File: config.mk
export PLATFORM = sky130hd
export DESIGN_NAME = logic_unit_arbiter
export DESIGN_NICKNAME = d
export VERILOG_FILES = /design/src/rtl/logic_unit_pkg.sv /design/src/rtl/rr_arbiter4.sv /design/src/rtl/logic_unit_arbiter.sv
export SDC_FILE = /design/constraint.sdc
export NUM_CORES = 1
export LEC_CHECK = 0
export BUFFER_PORTS_ARGS = -buffer_cell sky130_fd_sc_hd__clkbuf_2
export CAP_MARGIN = 0
export CORE_MARGIN = 4
export CORE_UTILIZATION = 52
export DETAILED_ROUTE_END_ITERATION = 10
export GPL_ROUTABILITY_DRIVEN = 0
export PLACE_DENSITY = 0.79
export SETUP_SLACK_MARGIN = 0.2
export SKIP_CTS_REPAIR_TIMING = 1
export SYNTH_ARGS = -nofsm -noshare
export SYNTH_HDL_FRONTEND = slang
export SYNTH_HIERARCHICAL = 1
export SYNTH_SLANG_ARGS = --single-unit
File: constraint.sdc
create_clock -name clk -period 4.2 [get_ports clk]
set_clock_uncertainty 0.15 [all_clocks]
set_input_delay 1.26 -clock clk [delete_from_list [all_inputs] [get_ports clk]]
set_output_delay 1.26 -clock clk [all_outputs]
set_load 0.02 [all_outputs]
File: src/rtl/logic_unit_pkg.sv
// Shared definitions for the logic-unit arbiter: FSM encoding, opcodes and
// requester count.
package logic_unit_pkg;

   localparam int N_REQ = 4;

   typedef enum logic [1:0] {
      ST_IDLE = 2'd0,
      ST_EXEC = 2'd1,
      ST_RESP = 2'd2
   } state_t;

   localparam logic [1:0] OP_AND = 2'b00;
   localparam logic [1:0] OP_OR  = 2'b01;
   localparam logic [1:0] OP_XOR = 2'b10;
   localparam logic [1:0] OP_NOR = 2'b11;

   localparam logic [15:0] OP_COUNT_MAX = 16'hFFFF;

   function automatic logic [1:0] ptr_after(input logic [1:0] k);
      return k + 2'd1;
   endfunction

endpackage

File: src/rtl/rr_arbiter4.sv
// Combinational 4-way round-robin picker: first asserted request at or
// after ptr, wrapping modulo 4.
module rr_arbiter4
   import logic_unit_pkg::*;
(
   input  logic [N_REQ-1:0] req,
   input  logic [1:0]       ptr,
   output logic [N_REQ-1:0] winner,
   output logic [1:0]       idx
);

   logic       found;
   logic [1:0] cand;

   always_comb begin
      winner = '0;
      idx    = '0;
      found  = 1'b0;
      cand   = '0;
      for (int i = 0; i < N_REQ; i++) begin
         cand = ptr + 2'(i);
         if (!found && req[cand]) begin
            found        = 1'b1;
            winner[cand] = 1'b1;
            idx          = cand;
         end
      end
   end

endmodule

File: src/rtl/logic_unit_arbiter.sv
// Round-robin arbiter in front of one shared bitwise logic unit; one
// operation in flight, result held until the consumer accepts it.
//
// state   | meaning
// IDLE    | waiting for any request; arbitrates and captures operands
// EXEC    | shared logic unit evaluates captured operands
// RESP    | result presented, waiting for res_ready
module logic_unit_arbiter
   import logic_unit_pkg::*;
#(
   parameter int WIDTH = 8
) (
   input  logic                   clk,
   input  logic                   rst_n,
   input  logic [N_REQ-1:0]       req,
   input  logic [4*WIDTH-1:0]     op_a,
   input  logic [4*WIDTH-1:0]     op_b,
   input  logic [7:0]             op_sel,
   output logic [N_REQ-1:0]       gnt,
   output logic                   res_valid,
   input  logic                   res_ready,
   output logic [1:0]             res_id,
   output logic [WIDTH-1:0]       res_data,
   output logic                   busy,
   output logic [15:0]            op_count
);

   state_t             state;
   logic [1:0]         ptr;
   logic [N_REQ-1:0]   win_onehot;
   logic [1:0]         win_idx;
   logic [WIDTH-1:0]   cap_a;
   logic [WIDTH-1:0]   cap_b;
   logic [1:0]         cap_op;
   logic [1:0]         cap_id;
   logic [WIDTH-1:0]   unit_out;

   logic [WIDTH-1:0]   a_slice   [N_REQ];
   logic [WIDTH-1:0]   b_slice   [N_REQ];
   logic [1:0]         sel_slice [N_REQ];

   for (genvar g = 0; g < N_REQ; g++) begin : g_slice
      assign a_slice[g]   = op_a[g*WIDTH +: WIDTH];
      assign b_slice[g]   = op_b[g*WIDTH +: WIDTH];
      assign sel_slice[g] = op_sel[2*g +: 2];
   end

   rr_arbiter4 u_rr (
      .req    (req),
      .ptr    (ptr),
      .winner (win_onehot),
      .idx    (win_idx)
   );

   // The single logic unit works only on the captured operands.
   always_comb begin
      unit_out = '0;
      case (cap_op)
         OP_AND:  unit_out = cap_a & cap_b;
         OP_OR:   unit_out = cap_a | cap_b;
         OP_XOR:  unit_out = cap_a ^ cap_b;
         OP_NOR:  unit_out = ~(cap_a | cap_b);
         default: unit_out = '0;
      endcase
   end

   always_ff @(posedge clk or negedge rst_n) begin
      if (!rst_n) begin
         state     <= ST_IDLE;
         ptr       <= '0;
         gnt       <= '0;
         cap_a     <= '0;
         cap_b     <= '0;
         cap_op    <= '0;
         cap_id    <= '0;
         res_valid <= 1'b0;
         res_id    <= '0;
         res_data  <= '0;
         busy      <= 1'b0;
         op_count  <= '0;
      end else begin
         gnt <= '0;
         case (state)
            ST_IDLE: begin
               if (|req) begin
                  cap_a  <= a_slice[win_idx];
                  cap_b  <= b_slice[win_idx];
                  cap_op <= sel_slice[win_idx];
                  cap_id <= win_idx;
                  ptr    <= ptr_after(win_idx);
                  gnt    <= win_onehot;
                  busy   <= 1'b1;
                  state  <= ST_EXEC;
               end
            end
            ST_EXEC: begin
               res_data  <= unit_out;
               res_id    <= cap_id;
               res_valid <= 1'b1;
               state     <= ST_RESP;
            end
            ST_RESP: begin
               if (res_ready) begin
                  res_valid <= 1'b0;
                  busy      <= 1'b0;
                  if (op_count != OP_COUNT_MAX) op_count <= op_count + 16'd1;
                  state     <= ST_IDLE;
               end
            end
            default: state <= ST_IDLE;
         endcase
      end
   end

endmodule

* Word-level counts from Yosys, hierarchy flattened *
Cells that the tools add are included.

cells by class
  add/sub/neg operators = 5
  bitwise gates (word level) = 8
  reductions and logical operators = 20
  multiplexer cells = 46
  $lt $le $gt $ge = 9
  eq/ne operators = 8

operators by type and width
  cell                   count
  $bmux 8 s2             2
  $mux 8                 4
  $pmux 8 s4             1
  $mux 4                 6
  $add 16x1->16 const B  1
  $mux 2                 8
  $ne 16x16->1 const B   1
  $mux 1                 13
  $lt 2x3->1 const B     4
  $or 4x4->4             3
  $and 8x8->8            1
  $bmux 1 s2             4
  $demux 1 s2            4
  $ge 2x1->1 const B     4
  $not 8->8              1
  $or 8x8->8             1
  $xor 8x8->8            1
  $logic_and 1x1->1      7
  $eq 2x2->1 const B     3
  $pmux 2 s3             1
  $reduce_and 2->1       3
  $reduce_and 3->1       2
  $add 2x1->2 const B    2
  $add 2x2->2 const B    2
  10 further kinds       17

storage, ports and cells
  input bits = 79
  logic and storage cells = 108
  register bits = 56

* Depth between registers and ports, before layout *
Gate-level depths: netlist of run 1.

  depth after elaboration = 16
  depth in mapped cells = 12

* Hierarchy *
Netlist of run 1, hierarchy kept.

by module, submodules not included
  module              cells each  area each (µm²)  instances
  logic_unit_arbiter  296         3,180.6          1
  rr_arbiter4         65          489.2            1

* Least setup slack after synthesis of run 1 *
No wires, ideal clock.

  kind = input port to flip-flop
  start = input port req[1]
  end = register cap_a[0]
  library setup time = 0.130 ns
  slack = 0.658 ns
  buffers on the path = 2
  data arrival time = 3.262 ns
  cell stages on the path = 9
  required time = 3.920 ns
  path through = clkbuf_2 -> and3b_1 -> o21ai_0 -> o31ai_1 -> o31a_1 -> buf_2 -> mux4_2 -> nand2_1 -> o21ai_0

between the ends
  longest elaborated chain between the ends = 16

ends and longest elaborated chain
  what                                          RTL line                  source
  from (decl)                                   logic_unit_arbiter.sv:15  input logic [N_REQ-1:0] req,
  $bmux 1 s2                                    rr_arbiter4.sv:22         if (!found && req[cand]) begin
  $mux 1 (not written as such)                  rr_arbiter4.sv:22
  $mux 1                                        rr_arbiter4.sv:22
  $logic_not 1->1                               rr_arbiter4.sv:22
  $logic_and 1x1->1                             rr_arbiter4.sv:22
  $mux 1                                        rr_arbiter4.sv:22
  $logic_not 1->1                               rr_arbiter4.sv:22
  $logic_and 1x1->1                             rr_arbiter4.sv:22
  $mux 1                                        rr_arbiter4.sv:22
  $logic_not 1->1                               rr_arbiter4.sv:22
  $logic_and 1x1->1                             rr_arbiter4.sv:22
  $mux 2 *                                      rr_arbiter4.sv:22
  via win_idx[0]                                logic_unit_arbiter.sv:31  logic [1:0] win_idx;
  $not 2->3 (not written as such) *             logic_unit_arbiter.sv:86  cap_a <= a_slice[win_idx];
  $bmux 8 s2 *                                  logic_unit_arbiter.sv:86
  $mux 8 (not written as such) * (2 in series)  logic_unit_arbiter.sv:86
  to (signal assigned)                          logic_unit_arbiter.sv:86
  to (decl)                                     logic_unit_arbiter.sv:32  logic [WIDTH-1:0] cap_a;

The timed path passes the listed nets; every way through them passes the cells marked *. The select of a mux whose other input is x is not followed.
A chain may end at the register's enable or synchronous reset.

* Worst setup path in the final report of run 1 *
  start = register ptr[1]
  end = register cap_b[5]

between the ends
  longest elaborated chain between the ends = 16

ends and longest elaborated chain
  what                                                  RTL line                  source
  from (decl)                                           logic_unit_arbiter.sv:29  logic [1:0] ptr;
  from (signal assigned)                                logic_unit_arbiter.sv:90  ptr <= ptr_after(win_idx);
  branches (longest 11 deep; another with $add 2x1->2)  n/a
  $mux 2 *                                              rr_arbiter4.sv:22
  via win_idx[0]                                        logic_unit_arbiter.sv:31
  $not 2->3 (not written as such) *                     logic_unit_arbiter.sv:87  cap_b <= b_slice[win_idx];
  $bmux 8 s2 *                                          logic_unit_arbiter.sv:87
  $mux 8 (not written as such) * (2 in series)          logic_unit_arbiter.sv:87
  to (signal assigned)                                  logic_unit_arbiter.sv:87
  to (decl)                                             logic_unit_arbiter.sv:33  logic [WIDTH-1:0] cap_b;

Mark *: on every way through the listed nets, which the timed path passes. The select of a mux whose other input is x is not followed.

==> run_results.csv, run 1 <==
group,metric,value,unit
status,status,"finished, final reports clean",
routing,drt_iter0_drc,123,
floorplanning,rows,30,
sta,fin_crit_sh,78.5,%
setup_path,crit_fanout,14,
min_path,hold_depth,2,
clock_tree,clockBufferDepth,2,
synth,post_synth_and_or_nand_nor_area_fraction,21.4,%
clock_tree,htree_num_levels,2,
layout,drive_gt1_share,35.8,%
global_routing,met2_usage,34.6,%
power_and_ir_drop,p_sw_share,43.8,%
setup_path,end_kind,"register",
global_routing,overflow,0,
synth,synth_top_family_by_area,"simple AND/OR/NAND/NOR gates",
routing,wire_per_inst,15.8,um
floorplanning,io_pins,111,
floorplanning,start_util,53.7,%
routing,routed_wl,8.86,mm
setup_path,r2r-start,"ptr[1]$_DFFE_PN0P_",
setup_path,startpoint_type,"register",
synth,yosysMostFrequentCell,"nand2_1",
global_routing,grt_max_degree,42,
sta,slew_violations,0,
synth,synthMuxAreaShare,13.8,%
power_and_ir_drop,power_density,694,mW/mm^2
synth,ys_warn_count,6,
synth,netlist_area,0.00367,sq mm
synth,syn_area_per_cell,10.2,sq um
global_routing,use_met1,29.9,%
synth,ys_ff_latch,56,
synth,yosysTopAreaCell,"dfrtp_1",
clock_tree,insertion_delay,0.31,ns
floorplanning,core_area,0.00683,sq mm
synth,synth_edf_count,0,
place,port_buffers,110,
sta,whs,0.337,ns
setup_path,worstPathRequired,4.21,ns
clock_tree,cts_sinks,56,
clock_tree,cts.clk_slew.worst_paths,0.11,ns
min_path,min_from,"cap_id[1]$_DFFE_PN0P_",
sta,tns,0,ns
clock_tree,cts_buffers,5,
routing,vias,3061,
synth,synth_compound_area_share,9.89,%
synth,syn_nets,462,
power_and_ir_drop,p_leak,2.18,nW
power_and_ir_drop,p_total,0.00304,W
power_and_ir_drop,pwr-share-seq,30.9,%
clock_tree,cts_tree,"done",
place,dp_hpwl,6.97,mm
setup_path,reg2reg_to,"cap_b[5]$_DFFE_PN0P_",
routing,dr.pass1.iters,4,
layout,n_antenna_cell,0,
power_and_ir_drop,ir_drop,0.000433,V
power_and_ir_drop,internal-power,0.00171,W
synth,synth-xor-area-share,3.82,%
global_routing,antenna_found_initial,0,
synth,netlist_top_cells_count,"69 x nand2_1, 56 x dfrtp_1, 35 x o21ai_0",
synth,synth_top_area_share,38.2,%
sta,rsz0062_at_grt,"false",
global_routing,grtUsageTotal,21.5,%
synth,synthArstFlopShare,100,%
setup_path,worstSetupPathType,"reg2reg",
floorplanning,dieHeight,92.0,um
power_and_ir_drop,combPwrFrac,58.8,%
synth,ys.flop_type,"dfrtp_1",
global_routing,grt_pass1_wl,14.7,mm
sta,worstMarginPinSlew,1.01,ns
power_and_ir_drop,clkPwrFrac,10.4,%
sta,relSlewSlack,32.7,%
sta,min_period,3.30,ns
sta,fmax,0.303,GHz
flow_run,max-cap-violations,0,
min_path,holdPathEnd,"res_id[1]$_DFFE_PN0P_",
sta,hold_viol,0,
layout,area_growth,19.5,%
global_routing,grt_pass1_vias,3059,
synth,yosys-top-cells-area,"dfrtp_1 38%, mux4_2 13%, ha_1 7.5%",
global_routing,gr-usage-met3,2.87,%
min_path,hp-class,"reg2reg",
floorplanning,die-area,0.00846,sq mm
layout,num-fill-cells,584,
routing,final_antenna_net_count,0,
layout,multi_input_area,0.00208,sq mm
synth,synth.distinct_cells,51,
global_routing,busiest_layer,"met2",
power_and_ir_drop,p_switching,0.00133,W
layout,nets,564,
synth,synthCells,361,
setup_path,cp_data_arrival_time,3.31,ns
floorplanning,die_w,92.0,um
clock_tree,root_buffer,"clkbuf_8",
sta,setup_viol,0,
routing,routed_via_density,5.47,
synth,seq_area_frac_synth,38.2,%
routing,post-route-drc-count,0,
synth,synth_adder_area_share,7.50,%
setup_path,reg2regPathDepth,11,
setup_path,ff2ff_setup_slack,0.90,ns
layout,regArea,0.00140,sq mm
[layout make-up]
| cell class | count | area share, % |
|---|---|---|
| multi-input combinational | 262 | 47.4 |
| tap | 96 | 2.74 |
| inverter | 20 | 1.71 |
| clock inverter | 2 | 0.342 |
| sequential | 56 | 32.0 |
| clock buffer | 6 | 1.88 |
| timing repair buffer | 118 | 13.9 |
[flip-flops by register name, indices dropped and copies added (netlist names)]
| name | cells |
|---|---|
| busy | 1 |
| cap_a | 8 |
| cap_b | 8 |
| cap_id | 2 |
| cap_op | 2 |
| gnt | 4 |
| op_count | 16 |
| ptr | 2 |
| res_data | 8 |
| res_id | 2 |
| res_valid | 1 |
| state | 2 |
[power groups by stage]
stage	Sequential, W	Combinational (W)	Clock [W]
2_1_floorplan	0.000991	0.00131	0
3_3_place_gp	0.000940	0.00173	0
3_5_place_dp	0.000950	0.00179	0
4_1_cts	0.000939	0.00180	0.000319
5_1_grt	0.000977	0.00200	0.000342
6_report	0.000940	0.00179	0.000316
[metrics by stage]
| step | instance area [sq um] | worst slack, ns | cells | utilization, % |
|---|---|---|---|---|
| CTS | 4380 | 0.892 | 560 | 64.2 |
| finish | 4380 | 0.902 | 560 | 64.2 |
| floorplan | 3670 | 0.658 | 361 | - |
| detailed placement | 4290 | 0.573 | 552 | 62.7 |
| global route | 4380 | 0.687 | 560 | 64.2 |
| global placement | 4290 | 0.656 | 552 | 62.7 |
[layout by cell type, fill, tap and decap left out, drive strengths merged, types with 13 or more instances in the layout]
cell    count
clkbuf    116
dfrtp      56
ha         22
inv        20
mux4       21
nand2      69
nor2       13
nor2b      18
o21ai      35
[kinds of logic (layout without fill, tap and decap cells)]
family	Yosys count	count (layout)
AOI/OAI and AO/OA	57	57
xor gates and xnor gates	16	16
adders and majority gates	22	22
buffers and inverters	43	146
DFF	56	56
muxes	24	24
and+or+nand+nor	143	143
[worst max path at each step]
stage,slack [ns],start,depth (start not counted),end
final,0.90,ptr[1]$_DFFE_PN0P_,11,cap_b[5]$_DFFE_PN0P_
after global routing,0.69,ptr[1]$_DFFE_PN0P_,11,cap_a[2]$_DFFE_PN0P_
after CTS,0.89,ptr[1]$_DFFE_PN0P_,11,cap_a[3]$_DFFE_PN0P_
after detailed placement,0.57,req[1],10,cap_a[3]$_DFFE_PN0P_
after global placement,0.66,req[3],8,cap_b[0]$_DFFE_PN0P_
after floorplan,0.66,req[1],9,cap_a[0]$_DFFE_PN0P_
[per-layer routing]
layer | vias to the layer above | wire length, um
met5 | - | 0
li1 | 1468 | -
met3 | 17 | 407
met2 | 83 | 4350
met1 | 1493 | 3870
met4 | 0 | 231
[critical path, cell delays in order, from the launching register on]
cell and delay, ns:
dfrtp_1 0.66, inv_1 0.13, ha_1 0.40, nor3_1 0.26, o21ai_0 0.12, o31ai_1 0.08, buf_4 0.18, o31a_1 0.16
buf_4 0.28, mux4_2 0.54, nand2_1 0.08, o21ai_0 0.10
Power figures use the tool's default switching activity.
==> inputs of run 2 (changes only) <==
clock period = 3.05 ns   (was 4.2 ns; I/O delays follow)
==> run_results.csv, run 2 (synthesis gave the netlist of run 1 again) <==
group,metric,value,unit
global_routing,antenna_found_initial,0,
global_routing,grt_pass1_vias,3071,
global_routing,grt_pass1_wl,15.0,mm
setup_path,ff2ff_setup_slack,0.33,ns
setup_path,crit_fanout,12,
routing,routed_via_density,5.41,
layout,final_cell_mix,"107 x clkbuf_2, 69 x nand2_1, 56 x dfrtp_1",
setup_path,worstPathRequired,3.10,ns
clock_tree,cts_tree,"done",
setup_path,r2r-start,"ptr[0]$_DFFE_PN0P_",
routing,dr.pass1.iters,4,
clock_tree,htree_num_levels,2,
clock_tree,cts.clk_slew.worst_paths,0.10,ns
setup_path,cp_data_arrival_time,2.81,ns
power_and_ir_drop,pwr-share-seq,28.0,%
min_path,holdPathEnd,"res_data[7]$_DFFE_PN0P_",
sta,relSlewSlack,47.1,%
routing,top_layer_used,"met4",
sta,fmax,0.361,GHz
power_and_ir_drop,p_sw_share,42.6,%
global_routing,grtUsageTotal,22.2,%
power_and_ir_drop,clkPwrFrac,9.2,%
clock_tree,cts_buffers,5,
setup_path,end_kind,"register",
setup_path,reg2regPathDepth,11,
sta,rsz0062_at_grt,"false",
layout,top_register,"op_count",
power_and_ir_drop,combPwrFrac,62.8,%
sta,fin_crit_sh,90.7,%
power_and_ir_drop,internal-power,0.00262,W
layout,multi_input_area,0.00211,sq mm
layout,regArea,0.00140,sq mm
flow_run,max-cap-violations,0,
layout,area_growth,25.6,%
floorplanning,rows,30,
min_path,min_from,"res_data[7]$_DFFE_PN0P_",
global_routing,overflow,0,
routing,wire_per_inst,16.2,um
place,dp_hpwl,7.45,mm
place,port_buffers,110,
layout,num-fill-cells,553,
min_path,hp-class,"reg2reg",
routing,drt_iter0_drc,181,
layout,drive_gt1_share,39.5,%
sta,slew_violations,0,
floorplanning,io_pins,111,
min_path,hold_depth,2,
routing,m1WireLength,3.93,mm
routing,dr_wl_met2,4.70,mm
sta,setup_viol,0,
routing,final_antenna_net_count,0,
routing,routed_wl,9.32,mm
power_and_ir_drop,p_leak,2.29,nW
power_and_ir_drop,p_switching,0.00195,W
floorplanning,core_area,0.00683,sq mm
setup_path,reg2reg_to,"cap_b[6]$_DFFE_PN0P_",
sta,tns,0,ns
status,status,"finished, final reports clean",
layout,n_antenna_cell,0,
layout,nets,581,
floorplanning,start_util,53.7,%
routing,vias,3119,
sta,min_period,2.77,ns
layout,largest_reg_flops,16,
power_and_ir_drop,ir_drop,0.000535,V
sta,whs,0.335,ns
layout,final_util,67.5,%
clock_tree,insertion_delay,0.30,ns
floorplanning,dieHeight,92.0,um
sta,worstMarginPinSlew,0.794,ns
layout,layout_commonest_cell,"clkbuf_2",
routing,post-route-drc-count,0,
clock_tree,clockBufferDepth,2,
routing,wl_met3,407,um
setup_path,startpoint_type,"input port",
floorplanning,die-area,0.00846,sq mm
clock_tree,root_buffer,"clkbuf_8",
power_and_ir_drop,power_density,991,mW/mm^2
clock_tree,cts_sinks,56,
setup_path,worstSetupPathType,"in2reg",
global_routing,grt_max_degree,34,
floorplanning,die_w,92.0,um
sta,hold_viol,0,
[run 2: power by group through the flow]
stage | clock network [W] | registers (W) | logic (W)
CTS | 0.000431 | 0.00128 | 0.00274
floorplan | 0 | 0.00136 | 0.00189
detailed placement | 0 | 0.00129 | 0.00272
finish | 0.000422 | 0.00128 | 0.00287
global placement | 0 | 0.00127 | 0.00262
global route | 0.000458 | 0.00132 | 0.00316
[run 2: critical path, cell delays in order]
cell,delay [ns]
buf_4,0.15
mux4_2,0.50
inv_2,0.08
nor2_1,0.04
o31a_1,0.27
buf_4,0.16
clkbuf_16,0.16
mux4_2,0.43
nand2_1,0.07
o21ai_1,0.05
[run 2: per-layer routing]
layer,up-vias,track usage [%]
met5,-,0
met4,0,8.54
met3,20,2.95
met2,90,37.1
met1,1508,29.3
li1,1501,-
[run 2: stage by stage]
step	setup slack, ns	instances	total power (W)	area, sq um
final	0.283	577	0.00457	4610
after global routing	0.195	577	0.00494	4610
after CTS	0.225	574	0.00445	4530
after detailed placement	-0.100	566	0.00402	4430
after global placement	-0.0187	566	0.00389	4430
after floorplan	0.0477	361	0.00325	3710
[run 2: worst max path at each step]
stage                      start                   end  slack, ns  depth (start not counted)
final                     req[1]  cap_b[6]$_DFFE_PN0P_       0.28                         10
after global routing      req[1]  cap_b[0]$_DFFE_PN0P_       0.20                         10
after CTS                 req[1]  cap_a[7]$_DFFE_PN0P_       0.22                          9
after detailed placement  req[1]  cap_b[3]$_DFFE_PN0P_      -0.10                          9
after global placement    req[1]  cap_b[0]$_DFFE_PN0P_      -0.02                          9
after floorplan           req[2]  cap_a[0]$_DFFE_PN0P_       0.05                          8
[run 2: cell type report]
type,count,share of cell area (%)
Multi-Input combinational cell,262,45.9
Sequential cell,56,30.4
Timing Repair Buffer,135,17.3
Tap cell,96,2.61
Clock buffer,6,1.79
Inverter,20,1.63
Clock inverter,2,0.326
==> inputs of run 3 (changes only) <==
BUFFER_PORTS_ARGS = -buffer_cell sky130_fd_sc_hd__buf_2   (was -buffer_cell sky130_fd_sc_hd__clkbuf_2)
==> run_results.csv, run 3 (synthesis gave the netlist of run 1 again) <==
group,metric,value,unit
setup_path,startpoint,"req[2]",
sta,whs,0.327,ns
clock_tree,insertion_delay,0.32,ns
clock_tree,cts.clk_slew.worst_paths,0.09,ns
power_and_ir_drop,p_leak,2.29,nW
floorplanning,rows,30,
layout,top_register,"op_count",
clock_tree,root_buffer,"clkbuf_8",
layout,drive_gt1_share,39.4,%
sta,relSlewSlack,52.2,%
setup_path,crit_path_end,"cap_b[1]$_DFFE_PN0P_",
routing,final_antenna_net_count,0,
routing,routed_wl,9.61,mm
flow_run,max-cap-violations,0,
floorplanning,io_pins,111,
setup_path,ff2ff_setup_slack,0.34,ns
setup_path,r2r-start,"ptr[0]$_DFFE_PN0P_",
sta,hold_viol,0,
global_routing,grt_pass1_wl,15.4,mm
global_routing,grt_max_degree,57,
layout,n_antenna_cell,0,
sta,fin_crit_sh,91.0,%
place,pre_cts_ws,-0.0911,ns
setup_path,end_kind,"register",
routing,drt_iter0_drc,193,
global_routing,grtUsageTotal,22.7,%
global_routing,grt_pass1_vias,3096,
sta,fmax,0.360,GHz
setup_path,worstPathRequired,3.10,ns
layout,stdcell_count,578,
setup_path,reg2regPathDepth,11,
setup_path,cp_data_arrival_time,2.83,ns
floorplanning,dieHeight,92.0,um
sta,slew_violations,0,
setup_path,reg2reg_to,"cap_b[1]$_DFFE_PN0P_",
clock_tree,cts_sinks,56,
routing,routed_via_density,5.52,
clock_tree,cts_tree,"done",
routing,post-route-drc-count,0,
layout,layout_commonest_cell,"buf_2",
status,status,"finished, final reports clean",
setup_path,worstSetupPathType,"in2reg",
clock_tree,clockBufferDepth,2,
floorplanning,core_area,0.00683,sq mm
power_and_ir_drop,power_density,1000,mW/mm^2
setup_path,startpoint_type,"input port",
floorplanning,start_util,53.7,%
sta,rsz0062_at_grt,"false",
place,dpl_cell_area,0.00443,sq mm
sta,layout_setup_ws,0.273,ns
layout,area_growth,26.1,%
sta,min_period,2.78,ns
layout,largest_reg_flops,16,
power_and_ir_drop,ir_drop,0.000532,V
layout,final_cell_mix,"110 x buf_2, 68 x nand2_1, 56 x dfrtp_1",
clock_tree,htree_num_levels,2,
routing,wire_per_inst,16.6,um
min_path,hp-class,"reg2reg",
clock_tree,cts_buffers,5,
global_routing,overflow,0,
layout,final_util,67.7,%
sta,worstMarginPinSlew,0.717,ns
setup_path,crit_fanout,7,
global_routing,antenna_found_initial,0,
floorplanning,die_w,92.0,um
place,port_buffers,110,
routing,dr.pass1.iters,4,
layout,nets,582,
place,dp_hpwl,7.34,mm
floorplanning,die-area,0.00846,sq mm
sta,setup_viol,0,
routing,vias,3188,
place,placed_cells,566,
layout,fin_area,0.00463,sq mm
[run 3: cell count changes in the layout (fill, tap and decap cells not counted), moves of 2 or more]
| cell | previous run | this run |
|---|---|---|
| buf_2 | 2 | 110 |
| buf_4 | 21 | 18 |
| buf_6 | 1 | 3 |
| clkbuf_2 | 107 | 0 |
[run 3: how the worst min path moves through the flow]
stage | from | to | slack (ns) | depth (start not counted)
2_1_floorplan | cap_id[0]$_DFFE_PN0P_ | res_id[0]$_DFFE_PN0P_ | 0.29 | 2
3_3_place_gp | res_id[1]$_DFFE_PN0P_ | res_id[1]$_DFFE_PN0P_ | 0.31 | 2
3_5_place_dp | res_data[6]$_DFFE_PN0P_ | res_data[6]$_DFFE_PN0P_ | 0.31 | 2
4_1_cts | res_data[6]$_DFFE_PN0P_ | res_data[6]$_DFFE_PN0P_ | 0.33 | 2
5_1_grt | res_data[5]$_DFFE_PN0P_ | res_data[5]$_DFFE_PN0P_ | 0.35 | 2
6_report | res_data[6]$_DFFE_PN0P_ | res_data[6]$_DFFE_PN0P_ | 0.33 | 2
[run 3: area by class of cell]
| class | instances | area, sq um |
|---|---|---|
| sequential | 56 | 1400 |
| multi-input combinational | 262 | 2120 |
| tap | 96 | 120 |
| clock buffer | 6 | 72.6 |
| inverter | 20 | 75.1 |
| fill | 548 | 2200 |
| timing repair buffer | 136 | 820 |
| clock inverter | 2 | 16.3 |
[run 3: worst max-delay path: stages]
cell	delay, ns
buf_2	0.13
mux4_2	0.52
inv_2	0.08
nor2_1	0.04
o31a_1	0.30
buf_6	0.14
buf_12	0.14
mux4_2	0.43
nand2_1	0.07
o21ai_1	0.06
[run 3: report_power, final]
group / total (W) / leakage, nW / switching, W / internal, W
combinational: 0.00296 / 1.54 / 0.00149 / 0.00147
clock: 0.000408 / 0.0414 / 0.000244 / 0.000164
sequential: 0.00128 / 0.710 / 0.000244 / 0.00103
[run 3: layer usage]
metal	global-route usage (%)	routed length (um)	part of all wire, %	up-vias
li1	-	-	-	1501
met1	30.4	4010	42	1548
met2	38.5	4840	50	113
met3	3.45	497	5.2	26
met4	6.56	265	2.8	0
met5	0	0	0	-
[run 3: stage by stage]
stage,setup TNS (ns),total power (W)
floorplan,0,0.00325
global placement,0,0.00390
detailed placement,-1.17,0.00402
CTS,0,0.00444
global route,0,0.00503
finish,0,0.00464
